**config.mk**
```make
export PLATFORM = sky130hd
export DESIGN_NAME = psk_mode_sequencer_flat
export DESIGN_NICKNAME = d
export VERILOG_FILES = /design/src/rtl/psk_mode_sequencer_if.sv /design/src/rtl/psk_mode_sequencer.sv /design/src/flat_wrapper.sv
export SDC_FILE = /design/constraint.sdc
export NUM_CORES = 1
export LEC_CHECK = 0
export CAP_MARGIN = 15
export CORE_MARGIN = 2
export CORE_UTILIZATION = 35
export DETAILED_ROUTE_END_ITERATION = 6
export GPL_TIMING_DRIVEN = 0
export PLACE_DENSITY_LB_ADDON = 0.1
export SYNTH_ARGS = -nofsm -noshare
export SYNTH_HDL_FRONTEND = slang
export SYNTH_SLANG_ARGS = --single-unit
export TNS_END_PERCENT = 10
```
**constraint.sdc**
```tcl
create_clock -name clk_1M024 -period 3.6 [get_ports clk_1M024]
set_input_delay 0.9 -clock clk_1M024 [delete_from_list [all_inputs] [get_ports clk_1M024]]
set_output_delay 0.9 -clock clk_1M024 [all_outputs]
set_load 0.02 [all_outputs]
```
**src/rtl/psk_mode_sequencer_if.sv**
```systemverilog
// Host-side configuration request channel for psk_mode_sequencer.
//   cfg_req            : level request, held by the host until cfg_ack
//   cfg_mode           : requested mode, one-hot (0001 BPSK, 0010 QPSK, 0100 MIX)
//   cfg_phase          : requested TX_PHASE_CONFIG
//   cfg_feedback_shift : requested FEEDBACK_SHIFT
//   cfg_gardner_shift  : requested GARDNER_SHIFT
//   cfg_ack            : one-cycle completion/reject pulse
//   cfg_err            : qualifies cfg_ack; set on reject or lock timeout
interface psk_mode_sequencer_if;
  logic        cfg_req;
  logic [3:0]  cfg_mode;
  logic [15:0] cfg_phase;
  logic [3:0]  cfg_feedback_shift;
  logic [3:0]  cfg_gardner_shift;
  logic        cfg_ack;
  logic        cfg_err;

  // Host side issues requests and receives the acknowledge.
  modport master (
    output cfg_req, cfg_mode, cfg_phase, cfg_feedback_shift, cfg_gardner_shift,
    input  cfg_ack, cfg_err
  );

  // Sequencer side consumes requests and produces the acknowledge.
  modport slave (
    input  cfg_req, cfg_mode, cfg_phase, cfg_feedback_shift, cfg_gardner_shift,
    output cfg_ack, cfg_err
  );
endinterface

```
**src/rtl/psk_mode_sequencer.sv**
```systemverilog
// Run-time configuration sequencer for the Tx/Rx PSK datapath (1.024 MHz domain).
// Owns MODE_CTRL / TX_PHASE_CONFIG / FEEDBACK_SHIFT / GARDNER_SHIFT and applies a
// change glitch-free: drain the Tx frame, hold the Rx loops in reset, update the
// registers, release the loops and wait for Rx lock.
// Ports:
//   clk_1M024, rst_n_1M024 : symbol-rate clock, async active-low reset
//   cfg                    : request channel (psk_mode_sequencer_if.slave)
//   tx_tvalid, tx_tlast    : monitored Tx stream handshake
//   rx_locked              : Rx signal-detect / lock
//   MODE_CTRL, TX_PHASE_CONFIG, FEEDBACK_SHIFT, GARDNER_SHIFT : datapath configuration
//   tx_enable              : gates the Tx data source
//   rx_loop_rst            : active-high synchronous reset to the Costas/Gardner loops
//   busy                   : high in every state except RUN
//   state                  : current state encoding (debug)
module psk_mode_sequencer #(
  parameter int unsigned FLUSH_CYCLES  = 16,
  parameter int unsigned SETTLE_CYCLES = 64,
  parameter int unsigned DRAIN_TIMEOUT = 256,
  parameter int unsigned LOCK_TIMEOUT  = 1024
) (
  input  logic                 clk_1M024,
  input  logic                 rst_n_1M024,
  psk_mode_sequencer_if.slave  cfg,
  input  logic                 tx_tvalid,
  input  logic                 tx_tlast,
  input  logic                 rx_locked,
  output logic [3:0]           MODE_CTRL,
  output logic [15:0]          TX_PHASE_CONFIG,
  output logic [3:0]           FEEDBACK_SHIFT,
  output logic [3:0]           GARDNER_SHIFT,
  output logic                 tx_enable,
  output logic                 rx_loop_rst,
  output logic                 busy,
  output logic [2:0]           state
);

  localparam int unsigned CNT_W   = 16;
  localparam int unsigned CNT_MAX = 65535;

  localparam logic [CNT_W-1:0] FLUSH_LAST  = CNT_W'(FLUSH_CYCLES - 1);
  localparam logic [CNT_W-1:0] SETTLE_LAST = CNT_W'(SETTLE_CYCLES - 1);
  localparam logic [CNT_W-1:0] DRAIN_LAST  = CNT_W'(DRAIN_TIMEOUT - 1);
  localparam logic [CNT_W-1:0] LOCK_LAST   = CNT_W'(LOCK_TIMEOUT - 1);

  localparam logic [3:0]  MODE_BPSK = 4'b0001;
  localparam logic [3:0]  MODE_QPSK = 4'b0010;
  localparam logic [3:0]  MODE_MIX  = 4'b0100;
  localparam logic [15:0] PHASE_RST = 16'd8224;
  localparam logic [3:0]  FB_RST    = 4'd0;
  localparam logic [3:0]  GD_RST    = 4'd3;

  // Every timing parameter must fit the 16-bit counter and be non-zero.
  if (FLUSH_CYCLES  < 1 || FLUSH_CYCLES  > CNT_MAX ||
      SETTLE_CYCLES < 1 || SETTLE_CYCLES > CNT_MAX ||
      DRAIN_TIMEOUT < 1 || DRAIN_TIMEOUT > CNT_MAX ||
      LOCK_TIMEOUT  < 1 || LOCK_TIMEOUT  > CNT_MAX) begin : g_bad_param
    $error("psk_mode_sequencer: timing parameters must be in 1..65535");
  end

  typedef enum logic [2:0] {
    S_RUN      = 3'd0,
    S_DRAIN    = 3'd1,
    S_FLUSH    = 3'd2,
    S_APPLY    = 3'd3,
    S_SETTLE   = 3'd4,
    S_LOCKWAIT = 3'd5
  } state_t;

  state_t           st;
  logic [CNT_W-1:0] cnt;
  logic             pending;
  logic [3:0]       sh_mode;
  logic [15:0]      sh_phase;
  logic [3:0]       sh_fb;
  logic [3:0]       sh_gd;

  logic             mode_ok_c;
  logic             drain_done_c;
  logic             lock_done_c;

  // Only the three legal one-hot modes are accepted.
  assign mode_ok_c = (cfg.cfg_mode == MODE_BPSK) ||
                     (cfg.cfg_mode == MODE_QPSK) ||
                     (cfg.cfg_mode == MODE_MIX);

  // Frame boundary, idle stream, or drain timeout ends DRAIN.
  assign drain_done_c = (tx_tvalid & tx_tlast) | ~tx_tvalid | (cnt == DRAIN_LAST);

  assign lock_done_c  = rx_locked | (cnt == LOCK_LAST);

  assign state = st;

  // Sequencer state, counter, shadow and output registers.
  always_ff @(posedge clk_1M024 or negedge rst_n_1M024) begin
    if (!rst_n_1M024) begin
      st              <= S_FLUSH;
      cnt             <= '0;
      pending         <= 1'b0;
      sh_mode         <= MODE_BPSK;
      sh_phase        <= PHASE_RST;
      sh_fb           <= FB_RST;
      sh_gd           <= GD_RST;
      MODE_CTRL       <= MODE_BPSK;
      TX_PHASE_CONFIG <= PHASE_RST;
      FEEDBACK_SHIFT  <= FB_RST;
      GARDNER_SHIFT   <= GD_RST;
      tx_enable       <= 1'b0;
      rx_loop_rst     <= 1'b1;
      cfg.cfg_ack     <= 1'b0;
      cfg.cfg_err     <= 1'b0;
      busy            <= 1'b1;
    end else begin
      cfg.cfg_ack <= 1'b0;
      cfg.cfg_err <= 1'b0;
      cnt         <= cnt + CNT_W'(1);

      case (st)
        S_RUN: begin
          cnt <= '0;
          // The ack cycle itself is not a sampling point, so a held request
          // is only taken as a new one in the following cycle.
          if (cfg.cfg_req && !cfg.cfg_ack) begin
            if (!mode_ok_c) begin
              cfg.cfg_ack <= 1'b1;
              cfg.cfg_err <= 1'b1;
            end else begin
              sh_mode  <= cfg.cfg_mode;
              sh_phase <= cfg.cfg_phase;
              sh_fb    <= cfg.cfg_feedback_shift;
              sh_gd    <= cfg.cfg_gardner_shift;
              pending  <= 1'b1;
              st       <= S_DRAIN;
              busy     <= 1'b1;
            end
          end
        end

        S_DRAIN: begin
          if (drain_done_c) begin
            st          <= S_FLUSH;
            cnt         <= '0;
            tx_enable   <= 1'b0;
            rx_loop_rst <= 1'b1;
          end
        end

        S_FLUSH: begin
          // New configuration becomes visible on entry to APPLY, loops still held.
          if (cnt == FLUSH_LAST) begin
            st  <= S_APPLY;
            cnt <= '0;
            if (pending) begin
              MODE_CTRL       <= sh_mode;
              TX_PHASE_CONFIG <= sh_phase;
              FEEDBACK_SHIFT  <= sh_fb;
              GARDNER_SHIFT   <= sh_gd;
            end
          end
        end

        S_APPLY: begin
          st          <= S_SETTLE;
          cnt         <= '0;
          rx_loop_rst <= 1'b0;
          tx_enable   <= 1'b1;
        end

        S_SETTLE: begin
          if (cnt == SETTLE_LAST) begin
            st  <= S_LOCKWAIT;
            cnt <= '0;
          end
        end

        S_LOCKWAIT: begin
          // Lock wins over a coincident timeout.
          if (lock_done_c) begin
            st          <= S_RUN;
            cnt         <= '0;
            busy        <= 1'b0;
            cfg.cfg_ack <= pending;
            cfg.cfg_err <= pending & ~rx_locked;
            pending     <= 1'b0;
          end
        end

        default: begin
          st          <= S_FLUSH;
          cnt         <= '0;
          pending     <= 1'b0;
          tx_enable   <= 1'b0;
          rx_loop_rst <= 1'b1;
          busy        <= 1'b1;
        end
      endcase
    end
  end

endmodule

```
**src/flat_wrapper.sv**
```systemverilog
// flat-port wrapper written by rule: the top's interface ports become plain ports
module psk_mode_sequencer_flat 
#(
  parameter int unsigned FLUSH_CYCLES  = 16,
  parameter int unsigned SETTLE_CYCLES = 64,
  parameter int unsigned DRAIN_TIMEOUT = 256,
  parameter int unsigned LOCK_TIMEOUT  = 1024
)
  (clk_1M024, rst_n_1M024, tx_tvalid, tx_tlast, rx_locked, MODE_CTRL, TX_PHASE_CONFIG, FEEDBACK_SHIFT, GARDNER_SHIFT, tx_enable, rx_loop_rst, busy, state, cfg_cfg_req, cfg_cfg_mode, cfg_cfg_phase, cfg_cfg_feedback_shift, cfg_cfg_gardner_shift, cfg_cfg_ack, cfg_cfg_err);
  psk_mode_sequencer_if cfg_i ();
  input  logic clk_1M024;
  input  logic rst_n_1M024;
  input  logic tx_tvalid;
  input  logic tx_tlast;
  input  logic rx_locked;
  output logic [3:0] MODE_CTRL;
  output logic [15:0] TX_PHASE_CONFIG;
  output logic [3:0] FEEDBACK_SHIFT;
  output logic [3:0] GARDNER_SHIFT;
  output logic tx_enable;
  output logic rx_loop_rst;
  output logic busy;
  output logic [2:0] state;
  input wire logic [$bits(cfg_i.cfg_req)-1:0] cfg_cfg_req;
  input wire logic [$bits(cfg_i.cfg_mode)-1:0] cfg_cfg_mode;
  input wire logic [$bits(cfg_i.cfg_phase)-1:0] cfg_cfg_phase;
  input wire logic [$bits(cfg_i.cfg_feedback_shift)-1:0] cfg_cfg_feedback_shift;
  input wire logic [$bits(cfg_i.cfg_gardner_shift)-1:0] cfg_cfg_gardner_shift;
  output wire logic [$bits(cfg_i.cfg_ack)-1:0] cfg_cfg_ack;
  output wire logic [$bits(cfg_i.cfg_err)-1:0] cfg_cfg_err;
  assign cfg_i.cfg_req = cfg_cfg_req;
  assign cfg_i.cfg_mode = cfg_cfg_mode;
  assign cfg_i.cfg_phase = cfg_cfg_phase;
  assign cfg_i.cfg_feedback_shift = cfg_cfg_feedback_shift;
  assign cfg_i.cfg_gardner_shift = cfg_cfg_gardner_shift;
  assign cfg_cfg_ack = cfg_i.cfg_ack;
  assign cfg_cfg_err = cfg_i.cfg_err;
  psk_mode_sequencer #(.FLUSH_CYCLES(FLUSH_CYCLES), .SETTLE_CYCLES(SETTLE_CYCLES), .DRAIN_TIMEOUT(DRAIN_TIMEOUT), .LOCK_TIMEOUT(LOCK_TIMEOUT)) u_core (.clk_1M024(clk_1M024), .rst_n_1M024(rst_n_1M024), .cfg(cfg_i), .tx_tvalid(tx_tvalid), .tx_tlast(tx_tlast), .rx_locked(rx_locked), .MODE_CTRL(MODE_CTRL), .TX_PHASE_CONFIG(TX_PHASE_CONFIG), .FEEDBACK_SHIFT(FEEDBACK_SHIFT), .GARDNER_SHIFT(GARDNER_SHIFT), .tx_enable(tx_enable), .rx_loop_rst(rx_loop_rst), .busy(busy), .state(state));
endmodule
```
==> results of run 1 <==
cell families after synthesis:
family / count (synthesis) / synth area share (%)
DFF: 81 / 58.97
muxes: 55 / 17.88
and+or+nand+nor: 49 / 7.476
AOI/OAI and AO/OA: 40 / 8.451
xor gates and xnor gates: 16 / 4.045
buffers and inverters: 16 / 2.817
adders and majority gates: 1 / 0.3611
power by group through the flow:
| stage | Combinational (mW) | Sequential [mW] | Clock [mW] |
|---|---|---|---|
| final | 0.0718 | 0.924 | 0.625 |
| after global routing | 0.0802 | 0.925 | 0.689 |
| after floorplan | 0.0122 | 0.940 | 0 |
| after detailed placement | 0.0739 | 0.941 | 0 |
| after CTS | 0.0744 | 0.924 | 0.657 |
| after global placement | 0.0699 | 0.941 | 0 |
layout make-up:
type	instances	area, um^2	share of cell area [%]
Buffer	12	82.58	1.821
Clock buffer	10	137.6	3.035
Clock inverter	6	50.05	1.104
Inverter	4	15.01	0.3311
Multi-Input combinational cell	161	1324	29.19
Sequential cell	81	2043	45.06
Tap cell	133	166.4	3.670
Timing Repair Buffer	70	715.7	15.78
per-stage QoR:
stage / cell area [um^2] / util (%) / std cells / hold slack, ps / setup TNS [ps]
finish: 4534 / 46.82 / 477 / 482.1 / 0
global placement: 4322 / 44.63 / 460 / 459.7 / -97140
CTS: 4534 / 46.82 / 477 / 490.4 / 0
floorplan: 3465 / - / 258 / 428.0 / 0
detailed placement: 4347 / 44.88 / 461 / 477.7 / 0
global route: 4534 / 46.82 / 477 / 514.7 / 0
Yosys cell counts (all sizes together):
| library cell | instances | area, um^2 |
|---|---|---|
| and3 | 1 | 6.260 |
| nor2 | 10 | 37.54 |
| dfstp | 13 | 341.6 |
| o22a | 1 | 8.760 |
| mux2 | 55 | 619.3 |
| nand2 | 8 | 30.03 |
| o21ai | 10 | 53.80 |
| nor3 | 4 | 20.02 |
| o221ai | 1 | 8.760 |
| nor3b | 1 | 7.510 |
| nor2b | 4 | 25.02 |
| ha | 1 | 12.51 |
| nor4 | 5 | 31.28 |
| o31ai | 3 | 22.52 |
| and4 | 1 | 8.760 |
| dfrtp | 68 | 1702 |
| xor2 | 7 | 61.31 |
| nand3 | 6 | 35.03 |
| a31oi | 1 | 21.27 |
| or3 | 2 | 12.51 |
| nand4 | 2 | 12.51 |
| or2 | 2 | 12.51 |
| o21a | 2 | 15.01 |
| clkbuf | 5 | 18.77 |
| o311a | 1 | 11.26 |
| xnor2 | 9 | 78.83 |
| o31a | 1 | 10.01 |
| inv | 4 | 15.01 |
| nand3b | 1 | 7.510 |
| a21oi | 17 | 118.9 |
| a21boi | 2 | 15.01 |
| nand2b | 2 | 12.51 |
| a211oi | 1 | 7.510 |
| buf | 7 | 63.81 |
worst paths after layout:
kind	start	endpoint	slack (ps)
min	u_core.cnt[0]$_DFF_PN0_	u_core.cnt[0]$_DFF_PN0_	480
min in group asynchronous	rst_n_1M024	u_core.TX_PHASE_CONFIG[4]$_DFFE_PN0P_	500
max in group asynchronous	rst_n_1M024	u_core.GARDNER_SHIFT[1]$_DFFE_PN1P_	2450
max reg2reg	u_core.cnt[14]$_DFF_PN0_	u_core.TX_PHASE_CONFIG[3]$_DFFE_PN0P_	1080
min reg2reg	u_core.cnt[0]$_DFF_PN0_	u_core.cnt[0]$_DFF_PN0_	480
max	cfg_cfg_req	u_core.sh_fb[0]$_DFFE_PN0P_	590
metal layers:
metal | track usage (%) | up-vias | part of all wire, %
met5 | 0 | - | 0
met2 | 20.89 | 48 | 46
li1 | - | 1088 | -
met1 | 18.58 | 1109 | 48
met3 | 2.688 | 8 | 4.6
met4 | 5.162 | 0 | 1.3
sequential cells by signal, indices dropped and copies added, names as in the netlist, 3 cells and up:
name,flops
u_core.MODE_CTRL,4
u_core.state,3
u_core.GARDNER_SHIFT,4
u_core.sh_fb,4
u_core.cnt,16
u_core.sh_gd,4
u_core.sh_phase,16
u_core.FEEDBACK_SHIFT,4
u_core.sh_mode,4
u_core.TX_PHASE_CONFIG,16
==> load_flow_metrics.sql, run 1 <==
INSERT INTO impl_metrics (metric_group, metric, value, unit) VALUES
('status', 'outcome', 'finished, final reports clean', ''),
('critical_path', 'cp_max_fo', '10', ''),
('sta', 'max_freq', '331.8', 'MHz'),
('critical_path', 'worst-r2r-cell-count', '7', ''),
('power_and_ir_drop', 'post-layout-total-power', '1.620', 'mW'),
('sta', 'final_max_slew_violation_count', '0', ''),
('critical_path', 'number_of_cells_on_the_critical_path', '7', ''),
('synthesis', 'netlist_instances', '258', ''),
('clock_tree', 'postCtsResizedCells', '0', ''),
('min_path', 'hold_path_depth', '1', ''),
('global_routing', 'first_global_vias', '2250', ''),
('power_and_ir_drop', 'power.clock.fraction', '38.6', '%'),
('clock_tree', 'clkSlewWorstSetupHoldPaths', '80', 'ps'),
('layout', 'fill_cells', '927', ''),
('critical_path', 'worst_setup_path_end_kind', 'register', ''),
('power_and_ir_drop', 'power_switching_share', '23.37', '%'),
('critical_path', 'cp-start-kind', 'input port', ''),
('synthesis', 'ys_seq_area_share', '58.97', '%'),
('detailed_routing', 'detailedRoute.firstPassIterationCount', '4', ''),
('floorplan', 'ios', '70', ''),
('detailed_routing', 'dr_total_vias', '2253', ''),
('detailed_routing', 'totalWireLength', '6800', 'um'),
('clock_tree', 'holdBufCountCts', '0', ''),
('placed_design', 'post-place-ws', '185.2', 'ps'),
('sta', 'finalClockSkew', '13.20', 'ps'),
('floorplan', 'chipWidth', '103.5', 'um'),
('clock_tree', 'tritoncts_clock_tree', 'done', ''),
('critical_path', 'crit_chain', 'clkdlybuf4s50_1 > nand2b_1 > nor4_1 > nor3b_1 > clkbuf_1 > buf_2 > mux2_2', ''),
('global_routing', 'maximum_number_of_pins_on_one_net_before_global_route_repair', '48', ''),
('floorplan', 'core-area', '9684', 'um^2'),
('floorplan', 'die_y', '103.5', 'um'),
('synthesis', 'ys_types', '40', ''),
('clock_tree', 'clkLatencyLatePin', '340', 'ps'),
('critical_path', 'critical_path_buf_inv_count', '3', ''),
('power_and_ir_drop', 'p_seq_share', '57.0', '%'),
('global_routing', 'grt_pass1_wl', '11010', 'um'),
('detailed_routing', 'dr.first_iter.drc_count', '63', ''),
('layout', 'layout-drive-gt1-share', '31.69', '%'),
('clock_tree', 'numClockSinks', '81', ''),
('sta', 'part_of_the_cycle_the_worst_path_needs', '83.72', '%'),
('power_and_ir_drop', 'part_of_the_total_power_dissipated_in_combinational_logic', '4.4', '%'),
('global_routing', 'antenna_found_initial', '0', ''),
('critical_path', 'critPathTopFamily', 'buffers and inverters', ''),
('synthesis', 'netlist_area', '3465', 'um^2'),
('clock_tree', 'clock_tree_buffer_depth', '2', ''),
('power_and_ir_drop', 'internal_power', '1.242', 'mW'),
('floorplan', 'die-area', '10710', 'um^2'),
('detailed_routing', 'postRouteAntennaNets', '0', ''),
('global_routing', 'grtUsageTotal', '13.43', '%'),
('power_and_ir_drop', 'ir_worst_vdd', '0.1452', 'mV'),
('floorplan', 'placement_rows', '36', ''),
('placed_design', 'detailedPlacementHpwl', '4848', 'um'),
('critical_path', 'critPathSlowestCell', 'sky130_fd_sc_hd__clkbuf_1', ''),
('synthesis', 'synth.net_count', '293', ''),
('synthesis', 'yosysWarningCount', '0', ''),
('power_and_ir_drop', 'net-switching-power', '0.3788', 'mW'),
('sta', 'report.final.setup_viol', '0', ''),
('flow_run', 'drv.max_cap_violation_count', '0', ''),
('layout', 'inserted_diodes', '0', ''),
('global_routing', 'grt_overflow', '0', ''),
('synthesis', 'syn-mean-instance-area', '13.43', 'um^2'),
('clock_tree', 'total_cts_buffers', '9', ''),
('power_and_ir_drop', 'leakagePower', '1.979', 'nW'),
('detailed_routing', 'drcViolationCount', '0', ''),
('layout', 'signed_area_change_from_the_synthesized_netlist_to_the_final_layout', '30.88', '%'),
('placed_design', 'gpl.final_weighted_congestion', '0.8035', ''),
('sta', 'post-route-worst-setup-slack', '586.2', 'ps'),
('sta', 'grt_setup_unrepaired', 'no', ''),
('critical_path', 'crit_required', '3820', 'ps'),
('sta', 'report.final.hold_viol_count', '0', ''),
('sta', 'timing.max_slew.rel_slack', '57.95', '%');
Note: power is estimated with default switching activity, not from simulation.
==> run 2, diff against run 1 <==
clock period = 2.9 ns   (was 3.6 ns; I/O delays follow)
==> load_flow_metrics.sql, run 2 (synthesized netlist as in run 1, its figures left out) <==
INSERT INTO impl_metrics (metric_group, metric, value, unit) VALUES
('layout', 'inserted_diodes', '0', ''),
('placed_design', 'dpl-instance-area', '4347', 'um^2'),
('sta', 'report.final.setup_viol', '0', ''),
('flow_run', 'drv.max_cap_violation_count', '0', ''),
('critical_path', 'worst-r2r-cell-count', '7', ''),
('clock_tree', 'cts.repair_timing.setup_buffer_count', '0', ''),
('sta', 'max_freq', '381.6', 'MHz'),
('detailed_routing', 'dr_total_vias', '2256', ''),
('sta', 'part_of_the_cycle_the_worst_path_needs', '90.36', '%'),
('clock_tree', 'ctsRootBufferMaster', 'sky130_fd_sc_hd__clkbuf_8', ''),
('clock_tree', 'total_cts_buffers', '9', ''),
('detailed_routing', 'post_drt_via_cell_ratio', '4.730', ''),
('sta', 'final.hold.worst_slack', '321.3', 'ps'),
('placed_design', 'post-place-ws', '-339.8', 'ps'),
('sta', 'report.final.hold_viol_count', '0', ''),
('floorplan', 'die_y', '103.5', 'um'),
('layout', 'final_cell_count_no_fill', '477', ''),
('detailed_routing', 'detailedRoute.firstPassIterationCount', '4', ''),
('detailed_routing', 'wl_per_cell', '14.25', 'um'),
('layout', 'final_core_utilization', '46.83', '%'),
('layout', 'largest_registers', 'u_core.TX_PHASE_CONFIG: 16 flops, u_core.cnt: 16 flops, u_core.sh_phase: 16 flops', ''),
('global_routing', 'grt_pass1_wl', '11010', 'um'),
('global_routing', 'busiest_layer', 'met2', ''),
('detailed_routing', 'totalWireLength', '6797', 'um'),
('layout', 'layout-drive-gt1-share', '31.98', '%'),
('clock_tree', 'clock_tree_buffer_depth', '2', ''),
('global_routing', 'grt_util_met1', '18.58', '%'),
('sta', 'finalWorstPathRequiredPeriod', '2620', 'ps'),
('global_routing', 'maximum_number_of_pins_on_one_net_before_global_route_repair', '48', ''),
('layout', 'fill_cells', '926', ''),
('clock_tree', 'htree_levels', '3', ''),
('global_routing', 'grtUsageTotal', '13.43', '%'),
('power_and_ir_drop', 'leakagePower', '1.982', 'nW'),
('sta', 'timing.max_slew.rel_slack', '57.94', '%'),
('clock_tree', 'clkLatencyLatePin', '340', 'ps'),
('floorplan', 'chipWidth', '103.5', 'um'),
('placed_design', 'port_buffers', '69', ''),
('critical_path', 'cp-start-kind', 'input port', ''),
('critical_path', 'rrSetupSlack', '380', 'ps'),
('critical_path', 'worstSetupPathType', 'input port to register', ''),
('min_path', 'min_path_type', 'input port to asynchronous set/reset pin', ''),
('critical_path', 'crit_required', '3120', 'ps'),
('global_routing', 'global_route.usage.met3', '2.688', '%'),
('placed_design', 'gpl.final_weighted_congestion', '0.8035', ''),
('placed_design', 'placedCellCount', '461', ''),
('detailed_routing', 'postRouteAntennaNets', '0', ''),
('critical_path', 'worst_setup_path_end_kind', 'register', ''),
('critical_path', 'timing.rr.start', 'u_core.cnt[14]$_DFF_PN0_', ''),
('clock_tree', 'numClockSinks', '81', ''),
('clock_tree', 'tritoncts_clock_tree', 'done', ''),
('global_routing', 'first_global_vias', '2250', ''),
('detailed_routing', 'drcViolationCount', '0', ''),
('sta', 'worst_pin_slew', '630.9', 'ps'),
('clock_tree', 'postCtsResizedCells', '0', ''),
('floorplan', 'placement_rows', '36', ''),
('sta', 'finalClockSkew', '14.88', 'ps'),
('status', 'outcome', 'finished, final reports clean', ''),
('global_routing', 'grt_overflow', '0', ''),
('layout', 'mostFrequentLayoutCells', 'sky130_fd_sc_hd__clkdlybuf4s50_1, sky130_fd_sc_hd__dfrtp_1, sky130_fd_sc_hd__mux2_2, sky130_fd_sc_hd__dfstp_2', ''),
('critical_path', 'cp_max_fo', '10', ''),
('power_and_ir_drop', 'pwr_density_cell', '444.1', 'nW/um^2'),
('layout', 'finished_cell_area', '4536', 'um^2'),
('detailed_routing', 'dr.first_iter.drc_count', '64', ''),
('critical_path', 'critical_path_arrival', '2840', 'ps'),
('sta', 'post-route-worst-setup-slack', '279.6', 'ps'),
('global_routing', 'antenna_found_initial', '0', ''),
('layout', 'nets', '374', ''),
('clock_tree', 'clkSlewWorstSetupHoldPaths', '100', 'ps'),
('critical_path', 'crit_path_start', 'cfg_cfg_req', ''),
('floorplan', 'core-area', '9684', 'um^2'),
('floorplan', 'floorplan.initialDensity', '35.78', '%'),
('sta', 'grt_setup_unrepaired', 'no', ''),
('floorplan', 'die-area', '10710', 'um^2'),
('placed_design', 'detailedPlacementHpwl', '4848', 'um'),
('clock_tree', 'holdBufCountCts', '0', ''),
('sta', 'final_max_slew_violation_count', '0', ''),
('critical_path', 'critical_path.endpoint', 'u_core.sh_fb[0]$_DFFE_PN0P_', ''),
('critical_path', 'worstReg2RegEnd', 'u_core.TX_PHASE_CONFIG[3]$_DFFE_PN0P_', ''),
('floorplan', 'ios', '70', ''),
('layout', 'signed_area_change_from_the_synthesized_netlist_to_the_final_layout', '30.91', '%'),
('global_routing', 'met2_usage_grt', '20.89', '%'),
('power_and_ir_drop', 'ir_worst_vdd', '0.1803', 'mV');
## run 2: changes by cell type in the layout (fill, tap and decap cells not counted)
cell / change
sky130_fd_sc_hd__clkbuf_1: -1
sky130_fd_sc_hd__clkbuf_2: +1
## run 2: critical path, stage by stage
cell and delay, ps:
sky130_fd_sc_hd__clkdlybuf4s50_1 450, sky130_fd_sc_hd__nand2b_1 80, sky130_fd_sc_hd__nor4_1 260, sky130_fd_sc_hd__nor3b_1 300, sky130_fd_sc_hd__clkbuf_2 330, sky130_fd_sc_hd__buf_2 320
sky130_fd_sc_hd__mux2_2 370
## run 2: routing by layer
metal / part of all wire (%) / wire, um
met5: 0 / 0
met4: 1.4 / 92
met3: 4.8 / 323
met2: 47 / 3163
met1: 47 / 3217
## run 2: how the worst min path moves through the flow
stage	to	slack, ps	from	cells after the start
final	u_core.TX_PHASE_CONFIG[4]$_DFFE_PN0P_	320	rst_n_1M024	1
after global routing	u_core.TX_PHASE_CONFIG[4]$_DFFE_PN0P_	360	rst_n_1M024	1
after CTS	u_core.TX_PHASE_CONFIG[4]$_DFFE_PN0P_	320	rst_n_1M024	1
after detailed placement	u_core.cnt[0]$_DFF_PN0_	480	u_core.cnt[0]$_DFF_PN0_	1
after global placement	u_core.cnt[0]$_DFF_PN0_	460	u_core.cnt[0]$_DFF_PN0_	1
after floorplan	u_core.FEEDBACK_SHIFT[0]$_DFFE_PN0P_	430	rst_n_1M024	0
## run 2: report_power, final
group	switching, mW	total (mW)	internal [mW]	leakage, nW
registers	0.00471	1.15	1.14	1.05
logic	0.0363	0.0891	0.0528	0.841
clock network	0.432	0.778	0.347	0.0952
total	0.473	2.01	1.54	1.98
## run 2: final cells by class
type / instances / area (um^2) / area share, %
plain buffers: 12 / 83.83 / 1.848
clock buffers: 10 / 137.6 / 3.034
clock inverters: 6 / 50.05 / 1.103
inverters: 4 / 15.01 / 0.3310
multi-input cells: 161 / 1324 / 29.19
flip-flops and latches: 81 / 2043 / 45.05
well taps: 133 / 166.4 / 3.669
repair buffers: 70 / 715.7 / 15.78
## run 2: stage by stage
stage,power (mW),setup TNS [ps]
finish,2.014,0
global route,2.104,0
CTS,2.055,0
detailed placement,1.260,-2770
global placement,1.255,-142490
floorplan,1.182,0
